## src/rtl/generador_movimiento.sv

```systemverilog
// generador_movimiento
//   Producer side of the 3-bit movement-code interface. It turns four raw push-buttons
//   into one debounced movement command per physical press. The command is held on a
//   valid/ready handshake until the board/score logic accepts it.
//
//   State table
//     state          | meaning
//     S_IDLE         | waiting for a press while enable=1
//     S_DEBOUNCE     | latched button must stay pressed DEBOUNCE_CYCLES cycles
//     S_ISSUE        | command presented, held until mov_valid & mov_ready
//     S_WAIT_RELEASE | all buttons must stay released DEBOUNCE_CYCLES cycles
//
//   Ports
//     clk                      system clock, rising edge
//     rst                      synchronous reset, active-high
//     btn_izq/der/arr/aba      raw buttons, asynchronous to clk
//     enable                   1 = new presses may be accepted
//     mov_ready                consumer accepts the code this cycle
//     movimiento[2:0]          000 quieto, 001 izq, 010 der, 011 arr, 100 aba
//     mov_valid                movimiento holds a command awaiting acceptance
module generador_movimiento #(
    parameter int unsigned DEBOUNCE_CYCLES = 500000,
    parameter bit          BTN_ACTIVE_LOW  = 1'b1
) (
    input  logic       clk,
    input  logic       rst,
    input  logic       btn_izq,
    input  logic       btn_der,
    input  logic       btn_arr,
    input  logic       btn_aba,
    input  logic       enable,
    input  logic       mov_ready,
    output logic [2:0] movimiento,
    output logic       mov_valid
);

    localparam int unsigned    CW    = $clog2(DEBOUNCE_CYCLES + 1);
    localparam logic [CW-1:0]  C_TC  = CW'(DEBOUNCE_CYCLES - 1);
    localparam logic [CW-1:0]  C_MAX = CW'(DEBOUNCE_CYCLES);
    // Raw level of a released button; the synchronizers reset to this value.
    localparam logic [3:0]     C_REL = {4{BTN_ACTIVE_LOW}};

    typedef enum logic [1:0] {
        S_IDLE,
        S_DEBOUNCE,
        S_ISSUE,
        S_WAIT_RELEASE
    } state_t;

    logic [3:0]    r_sync1, r_sync2;
    logic [3:0]    w_pressed;
    state_t        r_state, w_next;
    logic [CW-1:0] r_cnt, w_cnt_next, w_cnt_inc;
    logic [2:0]    r_sel, w_sel_next, w_prio;
    logic          w_sel_held;
    logic          r_mov_valid;
    logic [2:0]    r_mov;

    // Bit order {aba, arr, der, izq}; pressed=1 after normalisation.
    assign w_pressed = r_sync2 ^ C_REL;
    assign w_cnt_inc = (r_cnt == C_MAX) ? r_cnt : r_cnt + CW'(1);

    always_comb begin
        w_prio = 3'd0;
        if (w_pressed[0])      w_prio = 3'd1;
        else if (w_pressed[1]) w_prio = 3'd2;
        else if (w_pressed[2]) w_prio = 3'd3;
        else if (w_pressed[3]) w_prio = 3'd4;
    end

    always_comb begin
        case (r_sel)
            3'd1:    w_sel_held = w_pressed[0];
            3'd2:    w_sel_held = w_pressed[1];
            3'd3:    w_sel_held = w_pressed[2];
            3'd4:    w_sel_held = w_pressed[3];
            default: w_sel_held = 1'b0;
        endcase
    end

    always_comb begin
        w_next     = r_state;
        w_cnt_next = r_cnt;
        w_sel_next = r_sel;
        case (r_state)
            S_IDLE: begin
                if ((|w_pressed) && enable) begin
                    w_next     = S_DEBOUNCE;
                    w_sel_next = w_prio;
                    w_cnt_next = '0;
                end
            end
            S_DEBOUNCE: begin
                if (!w_sel_held) begin
                    w_next     = S_IDLE;
                    w_cnt_next = '0;
                end else if (r_cnt == C_TC) begin
                    w_next     = S_ISSUE;
                    w_cnt_next = '0;
                end else begin
                    w_cnt_next = w_cnt_inc;
                end
            end
            S_ISSUE: begin
                if (r_mov_valid && mov_ready) begin
                    w_next     = S_WAIT_RELEASE;
                    w_cnt_next = '0;
                end
            end
            S_WAIT_RELEASE: begin
                if (|w_pressed) begin
                    w_cnt_next = '0;
                end else if (r_cnt == C_TC) begin
                    w_next     = S_IDLE;
                    w_cnt_next = '0;
                end else begin
                    w_cnt_next = w_cnt_inc;
                end
            end
            default: begin
                w_next     = S_IDLE;
                w_cnt_next = '0;
            end
        endcase
    end

    always_ff @(posedge clk) begin
        if (rst) begin
            r_sync1     <= C_REL;
            r_sync2     <= C_REL;
            r_state     <= S_IDLE;
            r_cnt       <= '0;
            r_sel       <= 3'd0;
            r_mov_valid <= 1'b0;
            r_mov       <= 3'd0;
        end else begin
            r_sync1     <= {btn_aba, btn_arr, btn_der, btn_izq};
            r_sync2     <= r_sync1;
            r_state     <= w_next;
            r_cnt       <= w_cnt_next;
            r_sel       <= w_sel_next;
            // Outputs are flopped from the next state so they change on the same
            // edge as the state register and never glitch.
            r_mov_valid <= (w_next == S_ISSUE);
            r_mov       <= (w_next == S_ISSUE) ? w_sel_next : 3'd0;
        end
    end

    assign mov_valid  = r_mov_valid;
    assign movimiento = r_mov;

endmodule
```

## config.mk

```make
export PLATFORM = sky130hd
export DESIGN_NAME = generador_movimiento
export DESIGN_NICKNAME = d
export VERILOG_FILES = /design/src/rtl/generador_movimiento.sv
export SDC_FILE = /design/constraint.sdc
export NUM_CORES = 1
export LEC_CHECK = 0
export CAP_MARGIN = 20
export CORE_MARGIN = 5
export CORE_UTILIZATION = 58
export CTS_CLUSTER_DIAMETER = 50
export DETAILED_ROUTE_END_ITERATION = 12
export GPL_ROUTABILITY_DRIVEN = 1
export PLACE_DENSITY = 0.9
export SYNTH_ARGS = -nofsm -noshare
export SYNTH_HDL_FRONTEND = slang
export SYNTH_SLANG_ARGS = --single-unit
```

## constraint.sdc

```tcl
create_clock -name clk -period 2.55 [get_ports clk]
set_clock_uncertainty 0.15 [all_clocks]
set_input_delay 0.6375 -clock clk [delete_from_list [all_inputs] [get_ports clk]]
set_output_delay 0.6375 -clock clk [all_outputs]
set_load 0.01 [all_outputs]
```

* Word level (Yosys, flattened, before mapping)
Cells that the tools add are included.
Storage, ports and cells: flip-flop bits (word level) 36, input port bits 8, output and inout port bits 4, logic and storage cells 49
Cells by class: add/sub/neg operators 1, equality and inequality tests 12, muxes and demuxes 21, bitwise logic cells 2, reduce and logical (&&, ||, !) cells 6
Operator list (count):
- $mux 19 | 6
- $pmux 19 s4 | 1
- $eq 19x19->1 const B | 2
- $add 19x1->19 const B | 1
- $mux 3 | 6
- $mux 2 | 6
- $pmux 2 s4 | 1
- $eq 2x2->1 const B | 3
- $eq 3x2->1 const B | 2
- $ne 2x2->1 const B | 2
- $not 4->4 | 1
- $pmux 1 s4 | 1
- $reduce_or 4->1 | 1
- $eq 3x1->1 const B | 1
- $eq 3x3->1 const B | 1
- $eq 2x1->1 const B | 1
- $logic_and 1x1->1 | 2
- $logic_not 2->1 | 1
- $reduce_and 2->1 | 1
- $reduce_or 2->1 | 1
- $not 1->1 | 1

* Longest topological paths before layout
word-level depth 8, mapped depth 8

* Least setup slack after synthesis
No wires, ideal clock.
path kind input to register, start input mov_ready, end register r_cnt[0], arrival 1779 ps, slack 500 ps, cell stages on the path 5, cells stage by stage a31o_2 -> a31oi_1 -> o21ba_2 -> and4_1 -> mux2_4
On the way: longest elaborated chain between the ends 3
RTL lines:
- start: declaration | RTL line 32 | input logic mov_ready,
- $logic_and 1x1->1 | RTL line 105 | if (r_mov_valid && mov_ready) begin
- $ne 2x2->1 (no line)
- $reduce_and 2->1 (no line)
- end signal: assignment | RTL line 140 | r_cnt <= w_cnt_next;
- end: declaration | RTL line 53 | logic [CW-1:0] r_cnt, w_cnt_next, w_cnt_inc;
Every way passes these cells. A chain may end at the register's enable or synchronous reset.

* Worst setup path after layout
start register r_cnt[0], end register r_cnt[0]
On the way: longest elaborated chain between the ends 5, elaborated cells between the ends (all ways) 8
RTL lines:
- $add 19x1->19 / $eq 19x19->1 (equally long branches) | RTL line 61 | assign w_cnt_inc = (r_cnt == C_MAX) ? r_cnt : r_cnt + CW'(1);
- $mux 19 | RTL line 61
- $mux 19 * | RTL line 97, 113
- $mux 19, on equally long branches | RTL line 111, 94
- $pmux 19 s4 * | RTL line 85 | case (r_state)
Mark *: on every way between the ends. The rest lies on a longest branch, timed or not.

==> results.yml <==
critical_path:
  crit_arrival_ps: 2330
  critPathLaunchType: "flop"
  critPathMaxFanout: 21
  critPathKind: "flop to flop"
  cp-end-kind: "flop"
  cp.required_ps: 2650
job:
  drv_cap: 0
yosys:
  synth_common_cells: "dfxtp_1 (36), nand2_1 (24), nand3_1 (13), inv_1 (9)"
  ys_types: 54
  yosys.area_share.simple: 0.3402
  synth.most_common_cell: "dfxtp_1"
  synth_fa_ha_area_frac: 0.01337
  synth_xor_area_frac: 0.01872
  synth_top_family_by_area: "simple AND/OR/NAND/NOR gates"
  synth_compound_area_frac: 0.1624
  ys_seq_elements: 36
  syn_area_per_cell_um2: 8.706
  yosys_warnings: 0
  dominantRegCellSynth: "dfxtp_1"
  synth.top_cells.by_area: "dfxtp_1 (39%), nand2_1 (4.8%), nand3_1 (3.5%)"
  synth_enable_flop_cells: 0
  synth_top_area_share: 0.3850
  synth_top_area_cell: "dfxtp_1"
  muxShareOfSynthArea: 0.02473
  netlist_area_um2: 1872
  netlist_instances: 215
  async_reset_ff_frac: 0
  synth-seq-area-share: 0.3850
  syn-num-nets: 225
clock_network:
  path_clk_slew_ps: 110
  cts_sinks: 36
  root_buffer: "clkbuf_4"
  cts_hold_buf: 0
  max-clock-path-buffers: 2
  ctsResizeCount: 0
  cts_tree: "done"
  cts_made_buffers: 5
  postCtsSetupBuffers: 0
  htreeDepth: 2
  insertion_delay_ps: 350
die:
  die_h_um: 66.81
  start_util: 0.6081
  die_w_um: 66.81
  row_count: 20
  io_pins: 12
  core_area_um2: 3078
  dieArea_um2: 4464
route:
  postRouteAntennaNets: 0
  vias_per_cell: 5.861
  wire_per_inst_um: 13.77
  drc: 0
  first_pass_iters: 4
  wirelength_um: 3773
  first_iter_violations: 163
  via_count: 1606
sta:
  finalCritPeriodShare: 0.8743
  grt_setup_unrepaired: "false"
  slew_headroom: 0.6587
  worst_slew_pin_slew_ps: 510.8
  whs_ps: 271.8
  hold_viol_final: 0
  finalSetupViolations: 0
  fin_tns_setup_ps: 0
  fin_crit_ps: 2230
  setup_ws_ps: 320.4
  maxSlewViolCount: 0
  clock.fmax_ghz: 0.4485
final_layout:
  area_delta_synth_final_pct: 12.37
  multi_input_area_um2: 1047
  diodes: 0
  fin_util: 0.6833
  final.fill_count: 249
  finalNetCount: 239
  drive_gt1_frac: 0.1435
  seqCellArea_um2: 720.7
grt:
  grt_pass1_vias: 1470
  busiest_layer: "met2"
  grt_antenna_before_repair: 0
  grt_max_degree: 30
  met2_usage: 0.3069
  grt_pass1_wl_um: 6748
  overflow: 0
  grt_util_met3: 0.06577
  use_met1: 0.2541
  grtUsageTotal: 0.2004
power_and_ir_drop:
  power.density_nw_per_um2: 504.6
  ir_worst_vdd_mv: 0.2741
  power_leakage_uw: 0.0007277
  fin_total_pwr_uw: 1061
place:
  portBuffers: 11
  post-dp-hpwl_um: 2611
  gp_congestion: 0.8795
  place_ws_ps: 29.50
worst_hold_path:
  hold_path.class: "flop to flop"
run_status:
  status: "completed"
## area by class of cell
type / instances / share of cell area
clock buffers: 5 / 0.01785
clock inverters: 3 / 0.02023
inverters: 10 / 0.01785
multi-input cells: 158 / 0.4979
flip-flops and latches: 36 / 0.3427
well taps: 44 / 0.02617
repair buffers: 18 / 0.07733
## flip-flops by register name, summed over array words and instances, names as in the netlist
name / count
r_cnt: 19
r_sync1: 4
r_sync2: 4
movimiento: 3
r_sel: 3
r_state: 2
mov_valid: 1
## per-layer routing
layer / vias to the layer above / wire, µm / share of wire
li1: 823 / - / -
met1: 741 / 1871 / 0.50
met2: 36 / 1665 / 0.44
met3: 6 / 178 / 0.047
met4: 0 / 58 / 0.015
met5: - / 0 / 0
## cells in the final DEF, fill, tap and decap left out, drive strengths merged, types with 3 or more instances in the layout
cell type / instances
dfxtp: 36
inv: 9
a31oi: 4
nand2: 24
nor3b: 8
nor4: 3
clkbuf: 5
nor2: 6
clkdlybuf4s50: 11
o21ai: 6
nor3: 8
and3: 5
nand3: 14
buf: 7
nand4: 6
a21oi: 8
or2: 9
nor2b: 4
o211ai: 5
a41oi: 3
nand2b: 4
xor2: 3
## path summary, 6_finish.rpt
check / from / end / slack [ps] / cells past startpoint
setup / recovery: r_cnt[0] / r_cnt[0] / 320 / 6
hold / removal: r_sync1[0] / r_sync2[0] / 270 / 1
setup reg to reg: r_cnt[0] / r_cnt[0] / 320 / 6
hold reg to reg: r_sync1[0] / r_sync2[0] / 270 / 1
## worst max-delay path, stage by stage, from the launching register on
cell	delay, ps
dfxtp_1	470
ha_1	300
and3_1	200
nand3_1	110
or2_4	380
a41o_1	260
mux2_4	260
## metrics by stage
stage	std cells	instance area, µm²
floorplan	215	1872
global placement	266	2023
detailed placement	266	2023
CTS	274	2103
global route	274	2103
finish	274	2103
## logic make-up (layout without fill, tap and decap cells)
family | Yosys count | in the layout
and+or+nand+nor | 105 | 105
AOI/OAI and AO/OA | 43 | 43
DFF | 36 | 36
buffers and inverters | 21 | 36
xor gates and xnor gates | 4 | 4
muxes | 4 | 4
adders and majority gates | 2 | 2
## power breakdown
group	internal, µW	switching (µW)	total, µW
registers	572	7.88	580
logic	40.7	43.4	84.0
clock network	204	193	397
total	817	244	1060
No activity file was read; power rests on OpenSTA's default activity.
